$ cat src/rtl/conv_encoder.sv
// conv_encoder: rate-1/2 convolutional encoder with valid/ready framing and K-1 zero tail bits per frame.
module conv_encoder #(
  parameter int             K     = 3,
  parameter logic [K-1:0]   G0    = 3'b111,
  parameter logic [K-1:0]   G1    = 3'b101,
  parameter int             CNT_W = 16
) (
  input  logic             clk,
  input  logic             rst_n,
  input  logic             in_valid,
  output logic             in_ready,
  input  logic             in_bit,
  input  logic             in_last,
  output logic             out_valid,
  input  logic             out_ready,
  output logic [1:0]       out_sym,
  output logic             out_last,
  output logic [CNT_W-1:0] sym_cnt,
  output logic             busy
);
  localparam int TW = $clog2(K);
  typedef enum logic [1:0] {IDLE, ENCODE, FLUSH} state_t;
  state_t           state_q, state_d;
  logic [K-2:0]     sr_q, sr_d;
  logic [TW-1:0]    tail_cnt_q, tail_cnt_d;
  logic [1:0]       out_sym_q, out_sym_d;
  logic             out_valid_q, out_valid_d, out_last_q, out_last_d;
  logic [CNT_W-1:0] sym_cnt_q, sym_cnt_d;
  logic             adv, step;
  logic [K-1:0]     w;
  always_comb begin
    adv         = !out_valid_q || out_ready;
    in_ready    = adv && (state_q != FLUSH);
    step        = (in_valid && in_ready) || (adv && state_q == FLUSH);
    w           = {(state_q == FLUSH) ? 1'b0 : in_bit, sr_q};
    state_d     = state_q;
    sr_d        = sr_q;
    tail_cnt_d  = tail_cnt_q;
    out_sym_d   = out_sym_q;
    out_valid_d = out_valid_q;
    out_last_d  = out_last_q;
    sym_cnt_d   = sym_cnt_q;
    if (step) begin
      sr_d        = w[K-1:1];
      out_sym_d   = {^(w & G0), ^(w & G1)};
      out_valid_d = 1'b1;
      out_last_d  = 1'b0;
      sym_cnt_d   = (state_q == IDLE) ? CNT_W'(1) : sym_cnt_q + CNT_W'(1);
      if (state_q == FLUSH) begin
        tail_cnt_d = tail_cnt_q + TW'(1);
        if (tail_cnt_q == TW'(K - 2)) begin
          out_last_d = 1'b1;
          state_d    = IDLE;
        end
      end else begin
        state_d    = in_last ? FLUSH : ENCODE;
        tail_cnt_d = '0;
      end
    end else if (out_ready) begin
      out_valid_d = 1'b0;
    end
  end
  always_ff @(posedge clk or negedge rst_n) begin
    if (!rst_n) begin
      state_q     <= IDLE;
      sr_q        <= '0;
      tail_cnt_q  <= '0;
      out_sym_q   <= '0;
      out_valid_q <= 1'b0;
      out_last_q  <= 1'b0;
      sym_cnt_q   <= '0;
    end else begin
      state_q     <= state_d;
      sr_q        <= sr_d;
      tail_cnt_q  <= tail_cnt_d;
      out_sym_q   <= out_sym_d;
      out_valid_q <= out_valid_d;
      out_last_q  <= out_last_d;
      sym_cnt_q   <= sym_cnt_d;
    end
  end
  assign out_sym   = out_sym_q;
  assign out_valid = out_valid_q;
  assign out_last  = out_last_q;
  assign sym_cnt   = sym_cnt_q;
  assign busy      = state_q != IDLE;
endmodule

$ cat config.mk
export PLATFORM = sky130hd
export DESIGN_NAME = conv_encoder
export DESIGN_NICKNAME = d
export VERILOG_FILES = /design/src/rtl/conv_encoder.sv
export SDC_FILE = /design/constraint.sdc
export NUM_CORES = 1
export LEC_CHECK = 0
export ABC_CLOCK_PERIOD_IN_PS = 2000
export BUFFER_PORTS_ARGS = -buffer_cell sky130_fd_sc_hd__buf_2
export CAP_MARGIN = 25
export CORE_ASPECT_RATIO = 0.75
export CORE_UTILIZATION = 50
export DETAILED_ROUTE_END_ITERATION = 10
export PLACE_DENSITY_LB_ADDON = 0.3
export SLEW_MARGIN = 0
export SYNTH_ARGS = -nofsm -noshare
export SYNTH_HDL_FRONTEND = slang
export SYNTH_SLANG_ARGS = --single-unit
$ cat constraint.sdc
create_clock -name clk -period 2 [get_ports clk]
set_input_delay 0 -clock clk [delete_from_list [all_inputs] [get_ports clk]]
set_output_delay 0 -clock clk [all_outputs]
set_load 0.01 [all_outputs]
# Word level (Yosys, flattened, before mapping)
# Index checks and enable logic that the tools add are counted.
# W data, S select, Z words.
# op_classes
add_sub_neg	2
reduce_logical	12
n_mux	10
eq_ne	4
# ops
cell	count
$add A16 B1 Y16 const B	1
$mux W16	1
$mux W2	4
$reduce_xor A3 Y1	2
$mux W1	5
$reduce_bool A2 Y1	2
$logic_and A1 B1 Y1	3
$add A2 B1 Y2 const B	1
$eq A2 B1 Y1 const B	1
$eq A2 B2 Y1 const B	1
$logic_not A2 Y1	1
$logic_or A1 B1 Y1	2
$ne A2 B1 Y1 const B	1
$ne A2 B2 Y1 const B	1
$reduce_and A2 Y1	1
$logic_not A1 Y1	1
# word_totals
ff_bits	26
output_inout_bits	22
word_cells	35

# Depth between registers and ports, before layout
# logic_depth
word_depth	6
mapped_depth	5

# Worst setup path before layout
# OpenSTA, ideal clock, no wires.
# synth_timing
kind	flip-flop to flip-flop
startpoint	register sym_cnt_q[0] (netlist: sym_cnt[0])
endpoint	register sym_cnt_q[8] (netlist: sym_cnt[8])
synth_period_minus_slack_ns	1.652
t_arrival_ns	1.574
path_slack_ns	0.348
required_time_ns	1.922
stages_incl_launch_ff	6
path_cell_list	dfrtp_1 -> ha_1 -> and3_1 -> nand2_1 -> or4_1 -> a21oi_1
# synth_between
elab_chain_cells	2
# synth_rtl
item	line	rtl
start: declaration	28	logic [CNT_W-1:0] sym_cnt_q, sym_cnt_d;
start signal: assignment	79	sym_cnt_q <= sym_cnt_d;
$add A16 B1 Y16	48	sym_cnt_d = (state_q == IDLE) ? CNT_W'(1) : sym_cnt_q + CNT_W'(1);
$mux W16	48	
# No other way between the ends.
# A chain may end at the register's enable or synchronous reset.

# Worst setup path in the final report
# layout_timing
startpoint	register sym_cnt_q[0] (netlist: sym_cnt[0])
endpoint	register sym_cnt_q[14] (netlist: sym_cnt[14])
# The elaborated chain is that of the path after synthesis.

==> metrics.txt <==
Post-Synth Adder-Cell Area=1.86%; ratio of cells with drive above 1 in the final layout=23.4%; clock buffer count from CTS=3; DR WL/cell=14.7 um; FP Rows=15; overall power=1870 uW; fill count=202; final WL=3070 um; drt first pass iters=4; fin. max-slew vios=0; #FFs+latches synth=26; nets@finish=184; multi-input logic area=658 um2; Root Buffer=clkbuf_4; core box area=0.00242 mm2; Crit Path Category=register to register; io pins=28; Die X=61.9 um; TritonCTS Sinks=26; max-cap viol count=0; Clock Skew=0.00842 ns; Max-slew headroom=61.7%; CP Capture Type=register; H-tree depth=1; Seq/Total Area, Yosys=48.4%; total number of vias=1207; Seq. cell area=651 um2; CTS Buffer Depth=2; syn_area_per_cell=9.61 um2; Worst R2R End=sym_cnt[14]; Hold Path Sink=out_valid; commonest non-fill, non-tap cells in the layout=buf_2 (27), dfrtp_1 (26), nand2_1 (19); Hold Path Class=input pin to register; Placer Congestion=0.839; RSZ-0062 raised after global routing=false; final worst path period share=88.8%; PD cells=1150 mW/mm2; Post-Syn Area=0.00135 mm2; clk slew on worst S/H paths=0.15 ns; post-synth top area share=48.4%; CTS tree=done; first-pass GRT wire length=4650 um; Die ar.=0.00290 mm2; postcts setup bufs=0; Compound-Gate Fraction of Synth Area=20.4%; status=complete, no violations; Final Util=66.8%; r2r startpoint=sym_cnt[0]; DP HPWL=2110 um; Synth cell types=31; drt first-iter violations=76; Yosys top cell by area=dfrtp_1; Leak=0.000737 uW; worst reg-to-reg setup slack=0.22 ns; PnR worst setup slack=0.224 ns; initial core utilization=55.6%; post-synthesis mux area share=0.744%; Hold Path Origin=in_valid; Routed Antenna Nets=0; top post-synthesis cells by area=dfrtp_1 (48%), o21ai_0 (5.6%), nand2_1 (5.3%), o31ai_1 (5.0%), a21oi_1 (4.5%); critical path launch point type=register; vias in the first global route=975; pre-CTS setup slack=0.258 ns; Synth Area in XOR/XNOR=2.42%; CP Data Required Time=2.27 ns; Yosys warning count=0; ant diodes=0; Post-Synth Simple-Gate Area=23.5%; largest net degree at the start of global routing=27; Slew @ Worst Pin=0.575 ns; clock latency at the later pin of the worst-skew pair=0.33 ns; Layout area overhead=20.3%; Total GRT Usage=22.7%; peak supply drop=0.697 mV; DRC Markers=0; Final Critical Period=1.78 ns; largest family of logic cells by synthesized area=simple AND/OR/NAND/NOR gates; cells resized by post-CTS repair=0; Vias per Instance=5.78; reg2reg path depth=5; synthesized netlist cell count=140; Net Count, Synth=148; fmax=563 MHz; final hold vios=0; die height=46.9 um; endpoints failing setup=0; Arrival @ worst endpoint=2.05 ns; port buffer count=27; Worst Hold Path Cells=3; Setup TNS=0 ns; Crit Path Max Fanout=9; Hold WS=0.0234 ns; commonest non-fill, non-tap cell in the layout=buf_2; cts hold-fix bufs=3; antenna violations before repair=0; grt total ovfl=0
sequential cells by signal, indices dropped and copies added (netlist names):
name / count
out_valid: 1
out_sym: 2
sym_cnt: 16
sr_q: 2
out_last: 1
tail_cnt_q: 2
state_q: 2
worst max-delay path, stage by stage (launching register included):
cell and delay, ns:
dfrtp_1 0.44, ha_1 0.21, and3_1 0.22, nand2_1 0.18, or4_1 0.51, a21oi_1 0.16
report_power, final:
part           internal [uW]  switching (uW)  leakage (uW)
sequential               662             133      0.000342
combinational            301             404      0.000367
clock                    203             165     0.0000279
per-layer routing:
metal | track usage [%] | wire, um | up-vias
met2 | 35.1 | 1380 | 49
met4 | 2.67 | 36 | 0
met3 | 5.79 | 216 | 10
met5 | 0 | 0 | -
met1 | 33.5 | 1440 | 560
li1 | - | - | 588
cells in the mapped netlist:
| cell | n |
|---|---|
| nand2_1 | 19 |
| xor2_1 | 1 |
| nor2b_1 | 1 |
| a21oi_1 | 12 |
| nor4_2 | 1 |
| inv_1 | 7 |
| a32o_1 | 1 |
| o22ai_1 | 1 |
| buf_2 | 2 |
| o31ai_1 | 9 |
| a211oi_1 | 1 |
| a21oi_2 | 1 |
| o21ai_2 | 1 |
| and3_1 | 3 |
| and4_1 | 1 |
| and2b_2 | 1 |
| mux2i_1 | 1 |
| a2bb2oi_1 | 1 |
| nor3_2 | 1 |
| dfrtp_1 | 26 |
| nand2b_1 | 5 |
| or4_1 | 8 |
| nand3_1 | 5 |
| nor2_1 | 6 |
| o211ai_4 | 1 |
| o21ai_0 | 15 |
| xor3_1 | 1 |
| ha_1 | 2 |
| and2_1 | 2 |
| nand4_1 | 3 |
| nand3_2 | 1 |
logic make-up after synthesis:
| logic type | count (synthesis) |
|---|---|
| DFF | 26 |
| AOI/OAI and AO/OA | 43 |
| muxes | 1 |
| buffers and inverters | 9 |
| xor gates and xnor gates | 2 |
| and+or+nand+nor | 57 |
| adders and majority gates | 2 |
per-stage QoR:
stage          cell area [um2]  instances
4_1_cts                   1620        209
3_5_place_dp              1540        202
6_report                  1620        209
3_3_place_gp              1540        202
2_1_floorplan             1350        140
5_1_grt                   1620        209
final cells by class:
class | count | share of cell area (%)
multi-input combinational | 105 | 40.7
inverter | 7 | 1.62
tap | 34 | 2.63
clock inverter | 1 | 1.86
sequential | 26 | 40.2
timing repair buffer | 33 | 11.6
clock buffer | 3 | 1.39
worst max-delay path by stage:
stage / slack (ns) / startpoint / cells past startpoint / to
global route: 0.13 / sym_cnt[0] / 5 / sym_cnt[8]
finish: 0.22 / sym_cnt[0] / 5 / sym_cnt[14]
global placement: 0.34 / sym_cnt[1] / 5 / sym_cnt[10]
floorplan: 0.35 / sym_cnt[0] / 5 / sym_cnt[8]
detailed placement: 0.26 / sym_cnt[0] / 5 / sym_cnt[8]
CTS: 0.24 / sym_cnt[0] / 5 / sym_cnt[8]
No activity file was read; power rests on OpenSTA's default activity.
